`src/rtl/fp_mul_pkg.sv`:
```
// Shared types and helpers for the iterative floating-point multiplier.
package fp_mul_pkg;

  // Controller states, in the order an operation walks through them.
  typedef enum logic [2:0] {
    S_IDLE   = 3'd0,
    S_UNPACK = 3'd1,
    S_MULT   = 3'd2,
    S_NORM   = 3'd3,
    S_ROUND  = 3'd4,
    S_DONE   = 3'd5
  } state_e;

  // Rounding modes as encoded on rmode_i.
  typedef enum logic [1:0] {
    RM_RNE = 2'd0,
    RM_RTZ = 2'd1,
    RM_RUP = 2'd2,
    RM_RDN = 2'd3
  } rmode_e;

  // Exponent bias for a given exponent field width.
  function automatic int exp_bias(input int exp_w);
    return (1 << (exp_w - 1)) - 1;
  endfunction

  // Full word width: sign + exponent + stored mantissa.
  function automatic int word_width(input int exp_w, input int man_w);
    return 1 + exp_w + man_w;
  endfunction

  // Width of the shift-add step counter (counts 0 .. man_w).
  function automatic int cnt_width(input int man_w);
    return $clog2(man_w + 1);
  endfunction

endpackage

```
`src/rtl/fp_mul_round.sv`:
```
// Combinational rounding plus overflow / underflow resolution for a
// normalised significand with guard, round and sticky bits.
module fp_mul_round
  import fp_mul_pkg::*;
#(
  parameter int EXP_W = 8,
  parameter int MAN_W = 23
) (
  input  logic                     i_sign,
  input  logic signed [EXP_W+1:0]  i_exp,
  input  logic [MAN_W-1:0]         i_man,
  input  logic                     i_guard,
  input  logic                     i_round,
  input  logic                     i_sticky,
  input  rmode_e                   i_rmode,
  output logic [EXP_W+MAN_W:0]     o_product,
  output logic                     o_overflow,
  output logic                     o_underflow,
  output logic                     o_inexact
);

  localparam logic signed [EXP_W+1:0] EXP_MAX = {2'b00, {EXP_W{1'b1}}};
  localparam logic signed [EXP_W+1:0] EXP_ONE = {{(EXP_W+1){1'b0}}, 1'b1};

  logic                    w_inexact;
  logic                    w_round_up;
  logic                    w_to_inf;
  logic [MAN_W:0]          w_man_sum;
  logic signed [EXP_W+1:0] w_exp_adj;

  // Decide the increment, apply it, then clamp the exponent range.
  always_comb begin
    w_inexact  = i_guard | i_round | i_sticky;
    w_round_up = 1'b0;
    case (i_rmode)
      RM_RNE:  w_round_up = i_guard & (i_round | i_sticky | i_man[0]);
      RM_RUP:  w_round_up = ~i_sign & w_inexact;
      RM_RDN:  w_round_up = i_sign & w_inexact;
      default: w_round_up = 1'b0;
    endcase

    // A carry out of the mantissa leaves the stored field at zero and
    // bumps the exponent by one (1.111..1 + ulp = 10.000..0).
    w_man_sum = {1'b0, i_man} + {{MAN_W{1'b0}}, w_round_up};
    w_exp_adj = i_exp + $signed({{(EXP_W+1){1'b0}}, w_man_sum[MAN_W]});

    // Overflow saturates to infinity only when rounding moves away from zero.
    w_to_inf = (i_rmode == RM_RNE) |
               ((i_rmode == RM_RUP) & ~i_sign) |
               ((i_rmode == RM_RDN) &  i_sign);

    o_product   = {i_sign, w_exp_adj[EXP_W-1:0], w_man_sum[MAN_W-1:0]};
    o_overflow  = 1'b0;
    o_underflow = 1'b0;
    o_inexact   = w_inexact;

    if (w_exp_adj >= EXP_MAX) begin
      o_overflow = 1'b1;
      o_inexact  = 1'b1;
      o_product  = w_to_inf ? {i_sign, {EXP_W{1'b1}}, {MAN_W{1'b0}}}
                            : {i_sign, {(EXP_W-1){1'b1}}, 1'b0, {MAN_W{1'b1}}};
    end else if (w_exp_adj < EXP_ONE) begin
      // No subnormal outputs: flush to signed zero.
      o_underflow = 1'b1;
      o_inexact   = 1'b1;
      o_product   = {i_sign, {(EXP_W+MAN_W){1'b0}}};
    end
  end

endmodule

```
`src/rtl/fp_mul_param.sv`:
```
// Iterative IEEE-style multiplier: radix-2 shift-add over the significands,
// one normalisation step, then rounding. Subnormal inputs are read as zero
// and subnormal results are flushed to zero.
//
// Handshake: start_i is accepted only while busy_o is low (IDLE); the
// operands and mode are captured on that edge and the flags are cleared.
// done_o pulses for one cycle when product_o and the flags are valid; they
// then hold until the next accepted start. There is no back-pressure.
module fp_mul_param
  import fp_mul_pkg::*;
#(
  parameter int EXP_W = 8,
  parameter int MAN_W = 23
) (
  input  logic                   clk,
  input  logic                   rst,
  input  logic                   start_i,
  input  logic [EXP_W+MAN_W:0]   a_i,
  input  logic [EXP_W+MAN_W:0]   b_i,
  input  logic [1:0]             rmode_i,
  output logic [EXP_W+MAN_W:0]   product_o,
  output logic                   busy_o,
  output logic                   done_o,
  output logic                   nan_o,
  output logic                   infinit_o,
  output logic                   overflow_o,
  output logic                   underflow_o,
  output logic                   inexact_o,
  output logic [2:0]             state_o
);

  localparam int W   = word_width(EXP_W, MAN_W);
  localparam int N   = MAN_W + 1;
  localparam int EW2 = EXP_W + 2;
  localparam int CW  = cnt_width(MAN_W);
  localparam logic [CW-1:0]         CNT_LAST = CW'(MAN_W);
  localparam logic signed [EW2-1:0] BIAS     = EW2'(exp_bias(EXP_W));

  state_e                r_state, w_state_nxt;
  logic [W-1:0]          r_a, r_b;
  rmode_e                r_rmode;
  logic                  r_sign;
  logic [2*N-1:0]        r_acc;
  logic [N-1:0]          r_mcand;
  logic [CW-1:0]         r_cnt;
  logic signed [EW2-1:0] r_exp;
  logic [2*N-1:0]        r_norm;
  logic [W-1:0]          r_res_product;
  logic                  r_res_ovf, r_res_unf, r_res_inx;
  logic [W-1:0]          r_product;
  logic                  r_nan, r_inf, r_ovf, r_unf, r_inx, r_done;

  // Operand decode from the captured words.
  logic [EXP_W-1:0]      w_exp_a, w_exp_b;
  logic [MAN_W-1:0]      w_man_a, w_man_b;
  logic                  w_sign;
  logic                  w_a_zero, w_b_zero, w_a_inf, w_b_inf, w_a_nan, w_b_nan;
  logic                  w_any_nan, w_any_inf, w_special;
  logic [W-1:0]          w_spec_product;
  logic signed [EW2-1:0] w_exp_sum;
  logic [N:0]            w_hi_sum;

  logic [W-1:0]          w_rnd_product;
  logic                  w_rnd_ovf, w_rnd_unf, w_rnd_inx;

  assign w_exp_a  = r_a[W-2 -: EXP_W];
  assign w_exp_b  = r_b[W-2 -: EXP_W];
  assign w_man_a  = r_a[MAN_W-1:0];
  assign w_man_b  = r_b[MAN_W-1:0];
  assign w_sign   = r_a[W-1] ^ r_b[W-1];

  // Exponent field zero covers both true zero and subnormals.
  assign w_a_zero = (w_exp_a == '0);
  assign w_b_zero = (w_exp_b == '0);
  assign w_a_inf  = (w_exp_a == '1) && (w_man_a == '0);
  assign w_b_inf  = (w_exp_b == '1) && (w_man_b == '0);
  assign w_a_nan  = (w_exp_a == '1) && (w_man_a != '0);
  assign w_b_nan  = (w_exp_b == '1) && (w_man_b != '0);

  assign w_any_nan = w_a_nan | w_b_nan | (w_a_inf & w_b_zero) | (w_b_inf & w_a_zero);
  assign w_any_inf = w_a_inf | w_b_inf;
  assign w_special = w_any_nan | w_any_inf | w_a_zero | w_b_zero;

  // Unbiased sum of exponents, kept signed with two spare bits.
  assign w_exp_sum = $signed({2'b00, w_exp_a}) + $signed({2'b00, w_exp_b}) - BIAS;

  // One shift-add step: add the multiplicand into the upper half when the
  // current multiplier bit (acc LSB) is set; the caller shifts right.
  assign w_hi_sum = {1'b0, r_acc[2*N-1:N]} + (r_acc[0] ? {1'b0, r_mcand} : '0);

  // Result for NaN / infinity / zero operands, bypassing the datapath.
  always_comb begin
    w_spec_product = {w_sign, {(W-1){1'b0}}};
    if (w_any_nan) begin
      w_spec_product = {1'b0, {EXP_W{1'b1}}, 1'b1, {(MAN_W-1){1'b0}}};
    end else if (w_any_inf) begin
      w_spec_product = {w_sign, {EXP_W{1'b1}}, {MAN_W{1'b0}}};
    end
  end

  fp_mul_round #(
    .EXP_W (EXP_W),
    .MAN_W (MAN_W)
  ) u_round (
    .i_sign      (r_sign),
    .i_exp       (r_exp),
    .i_man       (r_norm[2*N-2 -: MAN_W]),
    .i_guard     (r_norm[MAN_W]),
    .i_round     (r_norm[MAN_W-1]),
    .i_sticky    (|r_norm[MAN_W-2:0]),
    .i_rmode     (r_rmode),
    .o_product   (w_rnd_product),
    .o_overflow  (w_rnd_ovf),
    .o_underflow (w_rnd_unf),
    .o_inexact   (w_rnd_inx)
  );

  // State register.
  always_ff @(posedge clk) begin
    if (rst) r_state <= S_IDLE;
    else     r_state <= w_state_nxt;
  end

  // Next-state logic.
  always_comb begin
    w_state_nxt = r_state;
    case (r_state)
      S_IDLE:   if (start_i) w_state_nxt = S_UNPACK;
      S_UNPACK: w_state_nxt = w_special ? S_DONE : S_MULT;
      S_MULT:   if (r_cnt == CNT_LAST) w_state_nxt = S_NORM;
      S_NORM:   w_state_nxt = S_ROUND;
      S_ROUND:  w_state_nxt = S_DONE;
      S_DONE:   w_state_nxt = S_IDLE;
      default:  w_state_nxt = S_IDLE;
    endcase
  end

  // Datapath and output registers, advanced by the current state.
  always_ff @(posedge clk) begin
    if (rst) begin
      r_a           <= '0;
      r_b           <= '0;
      r_rmode       <= RM_RNE;
      r_sign        <= 1'b0;
      r_acc         <= '0;
      r_mcand       <= '0;
      r_cnt         <= '0;
      r_exp         <= '0;
      r_norm        <= '0;
      r_res_product <= '0;
      r_res_ovf     <= 1'b0;
      r_res_unf     <= 1'b0;
      r_res_inx     <= 1'b0;
      r_product     <= '0;
      r_nan         <= 1'b0;
      r_inf         <= 1'b0;
      r_ovf         <= 1'b0;
      r_unf         <= 1'b0;
      r_inx         <= 1'b0;
      r_done        <= 1'b0;
    end else begin
      r_done <= 1'b0;
      case (r_state)
        S_IDLE: begin
          if (start_i) begin
            r_a     <= a_i;
            r_b     <= b_i;
            r_rmode <= rmode_e'(rmode_i);
            r_nan   <= 1'b0;
            r_inf   <= 1'b0;
            r_ovf   <= 1'b0;
            r_unf   <= 1'b0;
            r_inx   <= 1'b0;
          end
        end
        S_UNPACK: begin
          r_sign  <= w_sign;
          r_exp   <= w_exp_sum;
          r_mcand <= {1'b1, w_man_a};
          r_acc   <= {{N{1'b0}}, 1'b1, w_man_b};
          r_cnt   <= '0;
        end
        S_MULT: begin
          r_acc <= {w_hi_sum, r_acc[N-1:1]};
          r_cnt <= r_cnt + 1'b1;
        end
        S_NORM: begin
          // Product of two [1,2) significands is in [1,4): align the leading
          // one to the top bit, bumping the exponent for the [2,4) case.
          if (r_acc[2*N-1]) begin
            r_norm <= r_acc;
            r_exp  <= r_exp + EW2'(1);
          end else begin
            r_norm <= {r_acc[2*N-2:0], 1'b0};
          end
        end
        S_ROUND: begin
          r_res_product <= w_rnd_product;
          r_res_ovf     <= w_rnd_ovf;
          r_res_unf     <= w_rnd_unf;
          r_res_inx     <= w_rnd_inx;
        end
        S_DONE: begin
          r_done <= 1'b1;
          if (w_special) begin
            r_product <= w_spec_product;
            r_nan     <= w_any_nan;
            r_inf     <= w_any_inf;
            r_ovf     <= 1'b0;
            r_unf     <= 1'b0;
            r_inx     <= 1'b0;
          end else begin
            r_product <= r_res_product;
            r_nan     <= 1'b0;
            r_inf     <= 1'b0;
            r_ovf     <= r_res_ovf;
            r_unf     <= r_res_unf;
            r_inx     <= r_res_inx;
          end
        end
        default: ;
      endcase
    end
  end

  assign product_o   = r_product;
  assign busy_o      = (r_state != S_IDLE);
  assign done_o      = r_done;
  assign nan_o       = r_nan;
  assign infinit_o   = r_inf;
  assign overflow_o  = r_ovf;
  assign underflow_o = r_unf;
  assign inexact_o   = r_inx;
  assign state_o     = r_state;

endmodule

```
`config.mk`:
```
export PLATFORM = sky130hd
export DESIGN_NAME = fp_mul_param
export DESIGN_NICKNAME = d
export VERILOG_FILES = /design/src/rtl/fp_mul_pkg.sv /design/src/rtl/fp_mul_round.sv /design/src/rtl/fp_mul_param.sv
export SDC_FILE = /design/constraint.sdc
export NUM_CORES = 1
export LEC_CHECK = 0
export CORE_ASPECT_RATIO = 0.7
export CORE_MARGIN = 2
export CORE_UTILIZATION = 32
export DETAILED_ROUTE_END_ITERATION = 10
export GPL_TIMING_DRIVEN = 1
export SYNTH_ARGS = -nofsm -noshare
export SYNTH_HDL_FRONTEND = slang
export SYNTH_SLANG_ARGS = --single-unit
```
`constraint.sdc`:
```
create_clock -name clk -period 5.6 [get_ports clk]
set_clock_uncertainty 0.05 [all_clocks]
set_input_delay 1.12 -clock clk [delete_from_list [all_inputs] [get_ports clk]]
set_output_delay 1.12 -clock clk [all_outputs]
set_load 0.03 [all_outputs]
```
; ---- After elaboration in Yosys (flattened, before gate mapping)
; Index checks and enable logic that the tools add are counted.
; W data, S select, Z words.
[word_totals]
ff_bits = 277
inputBits = 69
output_inout_bits = 42
word_cells = 120
[op_classes]
addsub = 7
order_cmp = 2
n_eq_ne = 13
muxes = 34
bitwise = 22
n_reduce_logical = 21
[ops]
columns = op, count
row1 = $pmux W48 S2, 1
row2 = $mux W31, 3
row3 = $mux W32, 2
row4 = $mux W24, 2
row5 = $mux W47, 1
row6 = $logic_not A23 Y1, 2
row7 = $reduce_bool A23 Y1, 2
row8 = $add A24 B24 Y25, 1
row9 = $add A23 B1 Y24, 1
row10 = $reduce_or A22 Y1, 1
row11 = $pmux W10 S2, 1
row12 = $eq A8 B8 Y1 const B, 2
row13 = $logic_not A8 Y1, 2
row14 = $pmux W3 S5, 1
row15 = $or A1 B1 Y1, 13
row16 = $mux W1, 12
row17 = $add A10 B2 Y10, 1
row18 = $add A10 B2 Y10 const B, 1
row19 = $ge A10 B9 Y1 const B, 1
row20 = $lt A10 B2 Y1 const B, 1
row21 = $mux W10, 1
row22 = $pmux W1 S2, 5
row23 = $pmux W5 S2, 1
row24 = $sub A9 B7 Y10 const B, 1
row25 = 19 further kinds, 40

; ---- Logic depth before layout (Yosys ltp)
[logic_depth]
word_depth = 10
depth_mapped = 20
mapped_depth_nobuf = 19

; ---- Hierarchy
; Synthesis repeated with hierarchy kept, for this count alone.
[unflattened]
hier_cells = 1681
area_unflattened_um2 = 13367.8
[modules_own_cells]
columns = mod, instances, cells_each, area_each_um2, seq_area_each_um2
row1 = fp_mul_param, 1, 1525, 12368.1, 5545.3
row2 = fp_mul_round, 1, 156, 999.7, 0.0

; ---- Worst setup path after synthesis
; OpenSTA, ideal clock, no wires.
[synth_timing]
kind = reg2reg
startpoint = register r_norm[17]
endpoint = register r_res_product[19]
setup_ps = 66
arrival_time_ps = 3451
required_time_ps = 5484
setup_slack_ps = 2033
stages_incl_launch_ff = 21
n_path_buf = 1
synth_period_minus_slack_ps = 3567
cell_sequence = dfxtp_1 -> nor4_1 -> nand4_1 -> nor3_1 -> nor2_1 -> a32o_1 -> ha_1 -> nand2_1 -> nor2_1 -> nand4_1 -> nor2_1 -> ha_1 -> ha_1 -> nand3_4 -> nor3_4 -> xnor2_2 -> o41ai_4 -> a21boi_4 -> buf_6 -> nand2_2 -> a21oi_2
[synth_via]
elab_chain_cells = 10
elab_cells_between_ends = 14
cone_classes = add/sub: 2 / order compare: 2 / mux: 3 / bitwise: 6 / reduce/logical: 1
[synth_rtl]
columns = element, line_no
row1 = start: declaration, fp_mul_param.sv:47  ; logic [2*N-1:0] r_norm;
row2 = start signal: assignment, fp_mul_param.sv:191  ; r_norm <= r_acc;
row3 = start signal: assignment, fp_mul_param.sv:194  ; r_norm <= {r_acc[2*N-2:0], 1'b0};
row4 = $reduce_or A22 Y1 (*), fp_mul_param.sv:110  ; .i_sticky (|r_norm[MAN_W-2:0]),
row5 = $or A1 B1 Y1 (2 in series), fp_mul_round.sv:36  ; RM_RNE: w_round_up = i_guard & (i_round | i_sticky | i_man[0]);
row6 = $and A1 B1 Y1, fp_mul_round.sv:36
row7 = $pmux W1 S3 (*), fp_mul_round.sv:35  ; case (i_rmode)
row8 = $add A23 B1 Y24 (*), fp_mul_round.sv:44  ; w_man_sum = {1'b0, i_man} + {{MAN_W{1'b0}}, w_round_up};
row9 = $add A10 B2 Y10, fp_mul_round.sv:45  ; w_exp_adj = i_exp + $signed({{(EXP_W+1){1'b0}}, w_man_sum[MAN_W]});
row10 = $lt A10 B2 Y1, fp_mul_round.sv:62  ; end else if (w_exp_adj < EXP_ONE) begin
row11 = $mux W31, fp_mul_round.sv:62
row12 = $mux W31 (*), fp_mul_round.sv:57  ; if (w_exp_adj >= EXP_MAX) begin
row13 = end signal: assignment, fp_mul_param.sv:198  ; r_res_product <= w_rnd_product;
row14 = end: declaration, fp_mul_param.sv:48  ; logic [W-1:0] r_res_product;
; Mark *: on every way between the ends. The rest lies on a longest branch, timed or not.
; A chain may end at the register's enable or synchronous reset.

; ---- Worst setup path after layout
[layout_timing]
startpoint = register r_norm[17]
endpoint = register r_res_product[14]
; The elaborated chain is that of the path after synthesis.

==> parameters.txt <==
Parameter                              Value

Yosys
  Syn nets    1,746
  Synth cell types    71
  Count of mapped cells out of synthesis    1,629
  Most instantiated flip-flop cell in the synthesis netlist    dfxtp_1
  Per-instance average area after synthesis    slightly above 8 sq um
  Most used standard cell by instance count after synthesis    nand2_1
  Top cells by instance count after synthesis    nand2_1 (287), dfxtp_1 (277), a21oi_1 (177)
  Top cell type by total area after synthesis    dfxtp_1
  Area contributors post-synth    dfxtp_1 (42%), nand2_1 (8.1%), a21oi_1 (6.6%), nor2_1 (4.4%), ha_1 (4.3%)
  Syn Std Cell Area    approximately 0.013 sq mm
  Synth Register Bits    approximately 280
  YS warnings    0
  Sequential-to-total area share from yosys stat    approximately two fifths
  Area share of the largest cell type after synthesis    approximately 42%
  Post-synth EDFFs    0
  Async SR Flop Fraction    0%

Layout
  Layout cells sized above 1    7.143%
  Number of nets in the layout    roughly 1,800
  Layout overhead on the synthesized area    17.42%
  Post-layout utilization of the core    38.14%
  Antenna cells    0

Timing
  Setup TNS after final layout    0 ns
  Setup Viol. Count Final    0
  Worst Setup Slack, final    a little under 1 ns
  Tightest slew margin relative to the limit    15.66%
  Post-route minimum period    4.606 ns
  Tcrit/Tclk final    82.26%
  Worst hold slack    0.4002 ns
  Pins over their slew limit    0
  Number of hold violations in the final report    0
  RSZ-0062 raised after global routing    no
  Maximum clock frequency    0.2171 GHz
  Worst slew pin tran    1.262 ns

Routing
  Via count    11,412
  Total Wirelength    around 35,000 um
  Count of routing violations after the opening detailed-route iteration    909
  DRC violations left    0
  Number of detailed-route iterations in the first pass    5
  Antenna-violating nets left    0
  Average routed wire per standard cell    15.77 um
  Routed vias/inst    5.099

Placement
  Number of buffers inserted by port buffering    110
  RePlAce Congestion    0.8454
  Setup slack at placement    0.9885 ns
  DPL Wire Length    25,720 um

Worst hold path
  Hold_sp    r_mcand[15]
  Hold depth    2
  Hold crit path type    reg2reg

Clock tree
  Maximum level of the CTS H-tree    1
  Num CTS Buffers    27
  Post-CTS Setup Inserts    0
  Hold Buf Count CTS    0
  Clock tree from TritonCTS    yes
  Source-to-sink clock delay at the later pin of the worst-skew pair    around 0.56 ns
  Sink count of the clock tree    277
  Resize count post-CTS    0
  Clock transition at the register clock pins on the worst setup and hold paths after CTS    0.06 ns
  CTS Root Buffer Type    clkbuf_16
  Bufs on Longest Clock Path    3

Critical path
  Critical path's top delay family    simple AND/OR/NAND/NOR gates
  Number of cells on the critical path    20
  Launching element of the worst setup path    r_norm[17]
  Type of element launching the critical path    register
  Crit path cell chain    nor4_1 > nand4_1 > nor3_1 > nor2_1 > a32o_1 > ha_1 > nand2_1 > nor2_1 > nand4_1 > nor2_1 > ha_1 > ha_1 > nand3_4 > nor3_4 > xnor2_2 > o41ai_4 > a21boi_4 > buf_4 > nand2_2 > a21oi_2
  Type of the worst setup path    reg2reg
  Number of cells traversed by the worst register-to-register path    20
  CP max-delay cell    a21boi_4
  Critical register-to-register path startpoint    r_norm[17]
  Critical Path AT    5.04 ns
  Nature of the critical path endpoint    register
  Critical path required time    6.04 ns
  Count of buffering cells on the critical path with inverters included    1
  CP max FO    15
  Delay of the slowest cell on the worst path    0.53 ns

Die
  Die boundary width    ~250 um
  Initial Util    32.48%
  Die H    approximately 170 um
  CORE AREA    0.04104 sq mm
  I/O pin cnt    111
  Die Area    0.04333 sq mm
  Row count    62

Power and ir drop
  Static power due to leakage    between 5 and 6 nW
  PnR Total Power    5.654 mW
  Ratio of total power to cell area    361.2 mW/mm^2
  Peak supply drop    0.0002318 V

Global route
  Wire length of the first global-routing pass    ~57,000 um
  Total grt overflow    0
  Vias in the first global route    10,332
  Number of antenna violations at the first check in global routing    0
  GRT Overall Usage    16.13%
  Maximum number of pins on one net before global-route repair    95

Status
  Outcome    complete, no violations

Run
  Max Cap Violations    0
[cells by family after synthesis]
family / count (synthesis) / synth area share (%)
adder cells (fa/ha/maj): 48 / 4.618
flip-flops: 277 / 41.60
multiplexers: 48 / 3.604
XOR/XNOR: 59 / 3.933
AO/OA/AOI/OAI: 452 / 21.57
buffers and inverters: 130 / 4.196
AND/OR/NAND/NOR: 615 / 20.48
[routing by layer]
metal  vias to the layer above  global-route usage, %  part of all wire (%)
met5                         -                      0                     0
met3                        34                  2.427                   5.3
met4                         0                  2.670                   1.3
met1                      5271                  27.43                    57
met2                       290                  20.62                    37
li1                       5817                      -                     -
[area by class of cell]
cell class / instances / area, sq um
clock buffers: 37 / 743.2
clock inverters: 12 / 151.4
fillers: 4237 / 25380
inverters: 22 / 82.58
multi-input cells: 1222 / 7241
flip-flops and latches: 277 / 5547
well taps: 544 / 680.7
repair buffers: 124 / 1207
[sequential cells by signal (all words and copies together), names as in the netlist]
signal	count
r_res_product	32
state_o	3
product_o	32
r_a	32
r_acc	48
r_res_inx	1
r_mcand	24
underflow_o	1
r_rmode	2
r_b	32
overflow_o	1
r_exp	10
r_cnt	5
r_norm	47
r_res_ovf	1
infinit_o	1
inexact_o	1
done_o	1
nan_o	1
r_sign	1
r_res_unf	1
[layout by cell type (no fill, tap or decap), drive strengths merged, types with 3 or more instances in the layout]
cell type / Yosys / layout
nand2: 308 / 308
dfxtp: 277 / 277
a21oi: 198 / 198
nor2: 156 / 156
clkdlybuf4s50: 0 / 109
o21ai: 83 / 83
a211oi: 56 / 56
a22oi: 51 / 51
mux2i: 48 / 48
ha: 46 / 46
clkbuf: 82 / 37
and2: 36 / 36
nand3: 32 / 32
xnor2: 32 / 32
xor2: 27 / 27
nor3: 24 / 24
inv: 22 / 23
nor4: 20 / 20
nand4: 17 / 17
buf: 26 / 15
a21o: 14 / 14
a31oi: 9 / 9
o22ai: 7 / 7
nor3b: 6 / 6
clkinv: 0 / 6
o211ai: 5 / 5
and4: 5 / 5
and3: 4 / 4
o21bai: 3 / 3
bufinv: 0 / 3
[worst min-delay path, stage by stage, from the launching register on]
cell	delay, ns
dfxtp_1	0.30
nand2_1	0.05
a21oi_1	0.05
[report_power, final]
part	internal, mW	switching, mW
Sequential	2.18	0.240
Combinational	0.477	0.891
Clock	1.07	0.793
[worst paths after layout]
kind	endpoint	slack [ns]
max	r_res_product[14]	0.99
max reg2reg	r_res_product[14]	0.99
min	r_mcand[15]	0.40
min reg2reg	r_mcand[15]	0.40
[per-stage QoR]
step,area (sq um),std cells
global route,15650,2238
CTS,15650,2238
global placement,14760,2189
finish,15650,2238
detailed placement,14760,2189
floorplan,13330,1629
No activity file was read; power rests on OpenSTA's default activity.
